[src/rtl/arb_pkg.sv]
// Shared types and helpers for the round-robin burst arbiter.
// IDW is the owner-index width for the default requester count.
package arb_pkg;

   localparam int NUM_REQ_DFLT = 4;
   localparam int WGT_W_DFLT   = 4;
   localparam int IDW          = $clog2(NUM_REQ_DFLT);

   typedef enum logic {IDLE, GRANT} arb_state_t;

   // Encodes a one-hot vector of up to 16 bits; an all-zero input yields 0.
   function automatic logic [3:0] onehot2idx(input logic [15:0] oh);
      logic [3:0] idx;
      idx = 4'd0;
      for (int i = 0; i < 16; i++) begin
         if (oh[i]) idx = idx | 4'(i);
      end
      return idx;
   endfunction

endpackage

[src/rtl/rr_pick.sv]
// Combinational round-robin pick: first set req bit above last_owner, wrapping.
// The search is a double-width rotate, a lowest-set-bit isolate, and an index un-rotate.
module rr_pick import arb_pkg::*; #(
   parameter  int N  = NUM_REQ_DFLT,
   localparam int IW = $clog2(N)
) (
   input  logic [N-1:0]  req,
   input  logic [IW-1:0] last_owner,
   output logic [IW-1:0] winner,
   output logic          any
);

   logic [IW:0]  start;
   logic [IW:0]  sum;
   logic [N-1:0] rot;
   logic [N-1:0] low;
   logic [3:0]   offset;

   always_comb begin
      start = {1'b0, last_owner} + (IW+1)'(1);
      if (start >= (IW+1)'(N)) start = '0;
      rot    = N'({req, req} >> start);
      low    = rot & (~rot + N'(1));
      offset = onehot2idx(16'(low));
      // start and offset are both below N, so one conditional subtract wraps the sum.
      sum    = start + (IW+1)'(offset);
      if (sum >= (IW+1)'(N)) sum = sum - (IW+1)'(N);
      winner = sum[IW-1:0];
      any    = |req;
   end

endmodule

[src/rtl/rr_burst_arbiter.sv]
// Round-robin arbiter with burst ownership bounded by last, weight credit or abandon.
// Grant is registered one cycle after arbitration; exactly one idle cycle separates bursts.
module rr_burst_arbiter import arb_pkg::*; #(
   parameter  int NUM_REQ = NUM_REQ_DFLT,
   parameter  int WGT_W   = WGT_W_DFLT,
   localparam int IW      = $clog2(NUM_REQ)
) (
   input  logic                     clk,
   input  logic                     rst_b,
   input  logic [NUM_REQ-1:0]       req,
   input  logic [NUM_REQ-1:0]       last,
   input  logic [NUM_REQ*WGT_W-1:0] weight,
   input  logic                     res_rdy,
   output logic [NUM_REQ-1:0]       gnt,
   output logic                     gnt_vld,
   output logic [IW-1:0]            gnt_id,
   output logic                     beat
);

   arb_state_t       state;
   logic [WGT_W-1:0] credit;
   logic [IW-1:0]    last_owner;
   logic [IW-1:0]    winner;
   logic             any;
   logic [WGT_W-1:0] win_wgt;
   logic             owner_req;
   logic             release_now;

   rr_pick #(.N(NUM_REQ)) u_pick (
      .req        (req),
      .last_owner (last_owner),
      .winner     (winner),
      .any        (any)
   );

   assign owner_req   = req[gnt_id];
   assign beat        = gnt_vld & owner_req & res_rdy;
   assign win_wgt     = weight[winner*WGT_W +: WGT_W];
   // last and credit exhaustion in the same beat collapse into one release.
   assign release_now = !owner_req || (beat && (last[gnt_id] || credit == WGT_W'(1)));

   always_ff @(posedge clk or negedge rst_b) begin
      if (!rst_b) begin
         state      <= IDLE;
         gnt        <= '0;
         gnt_vld    <= 1'b0;
         gnt_id     <= '0;
         credit     <= '0;
         last_owner <= IW'(NUM_REQ - 1);
      end else begin
         case (state)
            IDLE: begin
               if (any) begin
                  state   <= GRANT;
                  gnt     <= NUM_REQ'(1) << winner;
                  gnt_vld <= 1'b1;
                  gnt_id  <= winner;
                  credit  <= (win_wgt == '0) ? WGT_W'(1) : win_wgt;
               end
            end
            GRANT: begin
               if (beat) credit <= credit - WGT_W'(1);
               if (release_now) begin
                  state      <= IDLE;
                  gnt        <= '0;
                  gnt_vld    <= 1'b0;
                  last_owner <= gnt_id;
               end
            end
            default: state <= IDLE;
         endcase
      end
   end

endmodule
[config.mk]
export PLATFORM = sky130hd
export DESIGN_NAME = rr_burst_arbiter
export DESIGN_NICKNAME = d
export VERILOG_FILES = /design/src/rtl/arb_pkg.sv /design/src/rtl/rr_pick.sv /design/src/rtl/rr_burst_arbiter.sv
export SDC_FILE = /design/constraint.sdc
export NUM_CORES = 1
export LEC_CHECK = 0
export CAP_MARGIN = 20
export CORE_MARGIN = 2
export CORE_UTILIZATION = 43
export DETAILED_ROUTE_END_ITERATION = 8
export PLACE_DENSITY = 0.74
export SLEW_MARGIN = 5
export SYNTH_ARGS = -nofsm -noshare
export SYNTH_HDL_FRONTEND = slang
export SYNTH_HIERARCHICAL = 1
export SYNTH_SLANG_ARGS = --single-unit
[constraint.sdc]
create_clock -name clk -period 4 [get_ports clk]
set_input_delay 0.4 -clock clk [delete_from_list [all_inputs] [get_ports clk]]
set_output_delay 0.4 -clock clk [all_outputs]
set_load 0.02 [all_outputs]
Word level (Yosys, flattened, before mapping) --
Cells that the tools add are included.
Storage, ports and cells: bits of input ports 27, flip-flop bits (word level) 14, word-level logic and storage cells 58
Cells by class: multiplexer cells 22, eq/ne operators 4, bitwise gates (word level) 5, shifts and indexed selects 3, $add $sub $neg 5, $lt $le $gt $ge 3, reductions and logical operators 10
Operators by type and width (number):
- $mux W4 | 5
- $pmux W4 S2 | 2
- $shiftx A16 B5 Y4 | 1
- $reduce_and A2 Y1 | 4
- $shr A8 B3 Y4 | 1
- $mux W1 | 7
- $ge A3 B3 Y1 const B | 2
- $mux W2 | 3
- $add A4 B1 Y4 const B | 1
- $and A4 B4 Y4 | 1
- $bmux W1 S2 | 2
- $eq A4 B1 Y1 const B | 1
- $logic_not A4 Y1 | 1
- $ne A2 B2 Y1 const B | 2
- $not A4 Y4 | 1
- $pmux W1 S2 | 2
- $reduce_or A4 Y1 | 1
- $shl A1 B2 Y4 const A | 1
- $sub A4 B1 Y4 const B | 1
- $add A2 B1 Y3 const B | 1
- $add A3 B2 Y3 | 1
- $lt A2 B3 Y1 const B | 1
- $mux W3 | 1
- $and A1 B1 Y1 | 2
- other kinds (6) | 7

Logic depth before layout (Yosys ltp) --
depth in word-level cells 18, mapped depth 10, gate-level depth less buffers 9

Hierarchy --
Netlist, hierarchy kept.
By module, submodules not included:
- rr_burst_arbiter | instances 1, seq. area each 352.8 sq um, cells each 88, area each 884.6 sq um
- rr_pick | instances 1, seq. area each 0.0 sq um, cells each 30, area each 202.7 sq um

Worst setup path before layout --
OpenSTA, ideal clock, no wires.
kind reg-to-reg, start register last_owner[0], end register credit[1], required time 3.875 ns, setup time 0.125 ns, stages on the path, launching flop included 11, arrival 2.678 ns, slack 1.198 ns, cell sequence dfstp_2 ha_1 nand2b_1 and3_4 a2111oi_2 o21a_1 buf_2 mux4_2 nand2_1 o21ai_0 mux2_2
On the way: word-level cells in the longest chain between the ends 18
RTL lines:
- start, declared | RTL line rr_burst_arbiter.sv:22 | logic [IW-1:0] last_owner;
- start signal, assigned | RTL line rr_burst_arbiter.sv:49 | last_owner <= IW'(NUM_REQ - 1);
- start signal, assigned | RTL line rr_burst_arbiter.sv:67 | last_owner <= gnt_id;
- $add A2 B1 Y3 (*) | RTL line rr_pick.sv:20 | start = {1'b0, last_owner} + (IW+1)'(1);
- $ge A3 B3 Y1 | RTL line rr_pick.sv:21 | if (start >= (IW+1)'(N)) start = '0;
- $mux W3 (*) | RTL line rr_pick.sv:21
- $shr A8 B3 Y4 | RTL line rr_pick.sv:22 | rot = N'({req, req} >> start);
- $not A4 Y4 | RTL line rr_pick.sv:23 | low = rot & (~rot + N'(1));
- $add A4 B1 Y4 | RTL line rr_pick.sv:23
- $and A4 B4 Y4 | RTL line rr_pick.sv:23
- $mux W1 | RTL line arb_pkg.sv:16 | if (oh[i]) idx = idx | 4'(i);
- (+3 left out)
- $ge A3 B3 Y1 / $sub A2 B1 Y2 (equally long branches) | RTL line rr_pick.sv:27 | if (sum >= (IW+1)'(N)) sum = sum - (IW+1)'(N);
- $mux W2 (*) | RTL line rr_pick.sv:27
- via winner[0] | RTL line rr_burst_arbiter.sv:23 | logic [IW-1:0] winner;
- $shiftx A16 B5 Y4 (*) | RTL line rr_burst_arbiter.sv:38 | assign win_wgt = weight[winner*WGT_W +: WGT_W];
- $logic_not A4 Y1 | RTL line rr_burst_arbiter.sv:58 | credit <= (win_wgt == '0) ? WGT_W'(1) : win_wgt;
- $mux W4 (*) | RTL line rr_burst_arbiter.sv:58
- $mux W4 (*) | RTL line rr_burst_arbiter.sv:53 | if (any) begin
- $pmux W4 S2 (*) | RTL line rr_burst_arbiter.sv:51 | case (state)
- end signal, assigned | RTL line rr_burst_arbiter.sv:58
- end signal, assigned | RTL line rr_burst_arbiter.sv:62 | if (beat) credit <= credit - WGT_W'(1);
- end, declared | RTL line rr_burst_arbiter.sv:21 | logic [WGT_W-1:0] credit;
The timed path passes the listed nets; every way through them passes the cells marked *. The select of a mux whose other input is x is not followed. A chain may end at the register's enable or synchronous reset.

Final worst setup path --
start register last_owner[0], end register credit[0]
Same word-level chain as after synthesis.

==> qor.txt <==
vias post-DR -> 1053
final routed wirelength across all metal layers -> 2616 µm
net total in the final layout -> 183
worst min-delay path category -> primary input to async pin
fraction of final layout cells with drive strength greater than 1 -> 0.1250
GR Layer Usage met2 -> 0.3614
peak supply drop -> 0.4315 mV
most frequent cell after synthesis -> nand2_1
post-DR vias/cell -> 5.786
internal reg-to-reg setup slack -> 0.82 ns
maximum number of pins on one net before global-route repair -> 15
Root Buffer Master -> clkbuf_4
highest clock rate -> 314.1 MHz
Clock Pin Slew Worst Setup and Hold Paths -> 0.09 ns
die footprint -> 2947 µm²
combinational cell fraction of total power -> 0.614
worst endpoint data arrival time -> 3.41 ns
cell count after synthesis -> 118
quantity of gates resized following cts -> 0
count of pins on the block boundary -> 35
unrepaired setup endpoints after global routing -> false
DR iter-0 viols -> 17
remaining antenna violation count after routing -> 0
pre-CTS WS -> 0.8363 ns
Hold Fails Final Rpt -> 0
leakage dissipation -> 0.5782 nW
number of slew-limit violations in the final report -> 0
drt drc -> 0
power density over the cells -> 707.2 nW/µm²
async set-or-reset flop fraction in the synthesized netlist -> 1.000
FF+latch area -> 352.8 µm²
Layout Area Growth over Synthesis -> 36.25%
Worst Path Required -> 4.23 ns
insertion delay of the later-clocked pin in the worst-skew pair -> 0.28 ns
Sink Count -> 14
most instantiated flip-flop cell in the synthesis netlist -> dfrtp_1
placer congestion estimate -> 0.9039
critical path capture point type -> flip-flop
final total negative setup slack -> 0 ns
routed wire length per instance -> 14.37 µm
# H-tree levels -> 1
clock share of power -> 0.098
antenna diode count -> 0
sequential fraction of design power -> 0.289
class of the most critical setup path -> flip-flop to flip-flop
count of placed standard cells including taps -> 178
layer carrying the most global-route usage -> met2
PortBufs -> 34
run status -> complete, no violations
worst clock skew -> 0.006903 ns
sort of element at the start of the critical path -> flip-flop
post-synthesis sequential area ratio -> 0.3245
met3 Use GR -> 0.03825
minimum clock period -> 3.184 ns
Post-CTS Hold Fix Bufs -> 0
Synth area leader -> dfrtp_1
average cell area after synthesis -> 9.214 µm²
internal power component -> 0.5945 mW
number of setup buffers added after CTS -> 0
count of max-cap constraint violations -> 0
vias in the first global route -> 1047
final global-route overflow total -> 0
number of filler instances in the final layout -> 227
clock buffers created by TritonCTS -> 3
Chip Width -> 54.29 µm
Yosys top cell area share -> 0.2762
Global Route met1 Usage -> 0.2705
total nets after synthesis -> 148
Post-synth top cells -> 13 x nand2_1, 12 x dfrtp_1, 11 x a21oi_1
CTS Buffer Depth -> 2
number of failing setup endpoints in the final timing report -> 0
synthesis warning total -> 6
final worst-path setup slack -> 0.8159 ns
sw frac -> 0.4325
Synth area leaders -> dfrtp_1 28%, mux4_2 10%, a21oi_1 5.1%, dfstp_2 4.8%, nand2_1 4.5%
slew at the pin with the worst max-slew slack -> 0.6500 ns
global-route usage over all layers -> 0.2087
antenna violations before repair -> 0
vertical die dimension -> 54.29 µm
Cell variety after synth -> 43
peak fanout along the critical path -> 11
post-synthesis instance area -> 1087 µm²
global-route wire length before repair -> 4533 µm
area of the multi-input gates -> 680.7 µm²
std cell rows -> 18
Core ar. -> 2432 µm²
clock tree from TritonCTS -> built
Final Non-Filler Cells -> 182
detailed placement HPWL -> 2007 µm
synthesized flop and latch total -> 14
initial core utilization -> 0.4470
Initial DRT Pass Iterations -> 4
slew margin rel. -> 0.5653
Final Cycle Share -> 0.7960
count of flip-flops with a built-in enable after synthesis -> 0
net switching power of the design -> 0.4531 mW
cells by family after synthesis:
family	Yosys count	synth area share
AND/OR/NAND/NOR	48	0.2394
AO/OA/AOI/OAI	31	0.1979
flip-flops	14	0.3245
buffers and inverters	12	0.04948
multiplexers	9	0.1461
adder cells (fa/ha/maj)	3	0.03453
XOR/XNOR	1	0.008057
power groups by stage:
stage / sequential (mW) / combinational, mW / clock (mW)
2_1_floorplan: 0.302 / 0.461 / 0
3_3_place_gp: 0.302 / 0.622 / 0
3_5_place_dp: 0.304 / 0.637 / 0
4_1_cts: 0.303 / 0.644 / 0.107
5_1_grt: 0.317 / 0.713 / 0.110
6_report: 0.302 / 0.643 / 0.102
critical path: stages (launching register included):
cell and delay [ns]:
dfstp_2 0.64, ha_1 0.32, nand2b_1 0.20, and3_4 0.20
a2111oi_2 0.33, o21a_1 0.40, mux4_2 0.59, nor4_1 0.29
o22a_1 0.17
state kept, by name (all words and copies together) (netlist names):
signal      flops
credit          4
gnt_vld         1
gnt             4
gnt_id          2
last_owner      2
state           1
final cells by class:
cell class	instances	area share
Clock buffer	4	0.02449
Inverter	7	0.01774
Multi-Input combinational cell	92	0.4595
Sequential cell	14	0.2382
Tap cell	30	0.02534
Timing Repair Buffer	35	0.2348
per-stage QoR:
step	total power, mW	hold slack (ns)	utilization	area (µm²)
after global routing	1.140	0.5606	0.6091	1481
after floorplan	0.7629	0.1044	-	1087
after detailed placement	0.9408	0.5191	0.5941	1445
final	1.048	0.5091	0.6091	1481
after global placement	0.9245	0.5132	0.5941	1445
after CTS	1.054	0.5235	0.6091	1481
path summary, 6_finish.rpt:
check | cells after the start | to | startpoint
max in group asynchronous | 1 | gnt_id[1] | rst_b
worst min register to register | 2 | gnt[2] | gnt[2]
worst max register to register | 8 | credit[0] | last_owner[0]
worst min-delay path | 1 | credit[3] | rst_b
min in group clk | 2 | gnt[2] | gnt[2]
worst max-delay path | 8 | credit[0] | last_owner[0]
placed cells by master, fill, tap and decap left out, drive strengths merged, types with 4 or more instances in the layout:
cell type / instances
clkdlybuf4s50: 34
nand2: 13
dfrtp: 12
a21oi: 11
inv: 7
nor2: 7
nand3: 6
o21ai: 6
mux4: 5
nand2b: 4
clkbuf: 4
metal layers:
layer | wire, µm | up-vias | part of all wire
met2 | 1260 | 38 | 0.48
met5 | 0 | - | 0
li1 | - | 506 | -
met3 | 195 | 2 | 0.075
met4 | 9 | 0 | 0.0034
met1 | 1151 | 507 | 0.44
No activity file was read; power rests on OpenSTA's default activity.
==> RTL edit: new RTL, same settings <==
`NUM_REQ_DFLT`: 4 -> 8.
--- a/src/rtl/arb_pkg.sv
+++ b/src/rtl/arb_pkg.sv
@@ -2,7 +2,7 @@
 // IDW is the owner-index width for the default requester count.
 package arb_pkg;
 
-   localparam int NUM_REQ_DFLT = 4;
+   localparam int NUM_REQ_DFLT = 8;
    localparam int WGT_W_DFLT   = 4;
    localparam int IDW          = $clog2(NUM_REQ_DFLT);
 
Interface: changed (5 resized); port bits go from 35 to 64. The function was not compared with the original's and may differ.
==> RTL edit against the unedited design <==
  * The flow now finishes with violations (setup timing)
  * Critical path type unchanged
  * Critical path depth is 8 higher
  * Design area rose by 120%
  * Synthesized area rose by 91%
  * Wire length grew 130%
  * Highest routed layer unchanged
  * Sequential cell count is 6 higher
  * Worst setup slack got worse by 0.82 ns
  * Critical endpoint unchanged
Power is not shown: default switching activity piles up to over one toggle a cycle in this logic, so the estimate is an artifact.
==> RTL edit: results (changes against the unedited design) <==
\begin{tabular}{lr}
\hline
Metric & Value \\
\hline
\multicolumn{2}{l}{\textbf{Run status}} \\
Result of the run & complete, but fails checks (was complete, no violations) \\
Violated checks & setup timing \\
\multicolumn{2}{l}{\textbf{Synthesis}} \\
Compound-cell area share of the yosys netlist & 0.195 (was 0.198) \\
Area share of xor/xnor cells in the synthesized design & 0.0126 (was 0.00806) \\
Number of distinct library cell variants in the gate-level netlist after synthesis & 50 (was 43) \\
Post-synthesis cell count & 215 (was 118) \\
Largest cells by area after synthesis & dfrtp\_1 20\%, mux4\_2 12\%, mux4\_1 6.3\% (was dfrtp\_1 28\%, mux4\_2 10\%, a21oi\_1 5.1\%) \\
Synth Net Count & 271 (was 148) \\
\multicolumn{2}{l}{\textbf{Global routing}} \\
Global-route total usage across every layer & 0.230 (was 0.209) \\
Met3 global-route usage & 0.0302 (was 0.0383) \\
Largest net degree at the start of global routing & 21 (was 15) \\
\multicolumn{2}{l}{\textbf{Place}} \\
Final weighted congestion in routability-driven placement & 0.897 (was 0.904) \\
Worst-case setup slack after placement & -0.380 ns (was 0.836 ns) \\
Post-Place Cells & 356 (was 178) \\
Post-detailed-placement half-perimeter wirelength & 4750 um (was 2010 um) \\
Buffers on Ports & 63 (was 34) \\
\multicolumn{2}{l}{\textbf{Min path}} \\
Class of the most critical hold timing path & flip-flop to flip-flop (was input port to asynchronous set/reset pin) \\
\multicolumn{2}{l}{\textbf{Finish}} \\
Top flop regs & gnt (8), credit (4) (was credit (4), gnt (4)) \\
Final-stage net count & 372 (was 183) \\
Fill cell instance count of the final layout & 352 (was 227) \\
\multicolumn{2}{l}{\textbf{Routing}} \\
Total vias in the final route & 2,149 (was 1,053) \\
\multicolumn{2}{l}{\textbf{Setup path}} \\
Delay of the slowest critical-path stage & 0.56 ns (was 0.64 ns) \\
Data arrival time at the worst-slack endpoint & 4.16 ns (was 3.41 ns) \\
Crit path max-delay family & multiplexers (was compound AO/OA/AOI/OAI gates) \\
\multicolumn{2}{l}{\textbf{Timing}} \\
Measured slew at the worst slew-check pin & 0.928 ns (was 0.650 ns) \\
Total of endpoints with negative setup slack in the final report & 2 (was 0) \\
Setup slack after layout & -0.00703 ns (was 0.816 ns) \\
\hline
\end{tabular}
==> RTL edit: worst paths after layout <==
kind	cells after the start	slack [ns]	end	startpoint
setup reg to reg	16	-0.007	credit[0]	last_owner[0]
max in group asynchronous	1	2.78	gnt[1]	rst_b
hold reg to reg	1	0.50	gnt[1]	gnt[1]
hold / removal	1	0.50	gnt[1]	gnt[1]
min in group asynchronous	1	0.65	state	rst_b
setup / recovery	16	-0.007	credit[0]	last_owner[0]
==> RTL edit: kinds of logic (layout without fill, tap and decap cells) <==
group / Yosys count / in the layout
and+or+nand+nor: 67 / 67
AOI/OAI and AO/OA: 55 / 55
muxes: 40 / 40
buffers and inverters: 25 / 125
DFF: 20 / 20
adders and majority gates: 5 / 5
xor gates and xnor gates: 3 / 3
==> RTL edit: per-stage QoR <==
step	utilization	hold WS (ns)	TNS (ns)	instance area, sq um
5_1_grt	0.699	0.517	-0.550	3280
4_1_cts	0.680	0.510	-0.180	3190
3_5_place_dp	0.639	0.490	-1.32	3000
6_report	0.699	0.503	-0.0123	3280
3_3_place_gp	0.639	0.473	-0.783	3000
2_1_floorplan	-	0.104	0	2110
==> RTL edit: what timing repair did <==
action                                  4_1_cts  5_1_grt
buffers inserted                              6        3
pin swaps                                     8        5
gates resized for setup                      14       16
endpoints found under the setup margin        6        9
hold buffers                                  0        0
==> RTL edit: layout make-up <==
class,instances,area (sq um),area share
Tap cell,54,67.6,0.0206
Clock buffer,3,41.3,0.0126
Timing Repair Buffer,107,983,0.300
Sequential cell,20,504,0.154
Multi-Input combinational cell,170,1600,0.488
Inverter,14,52.6,0.0160
Clock inverter,1,30.0,0.00916
==> RTL edit: routing by layer <==
layer	share of wire	up-vias
met2	0.52	49
met4	0.019	0
met1	0.42	1061
li1	-	1029
met3	0.035	10
met5	0	-
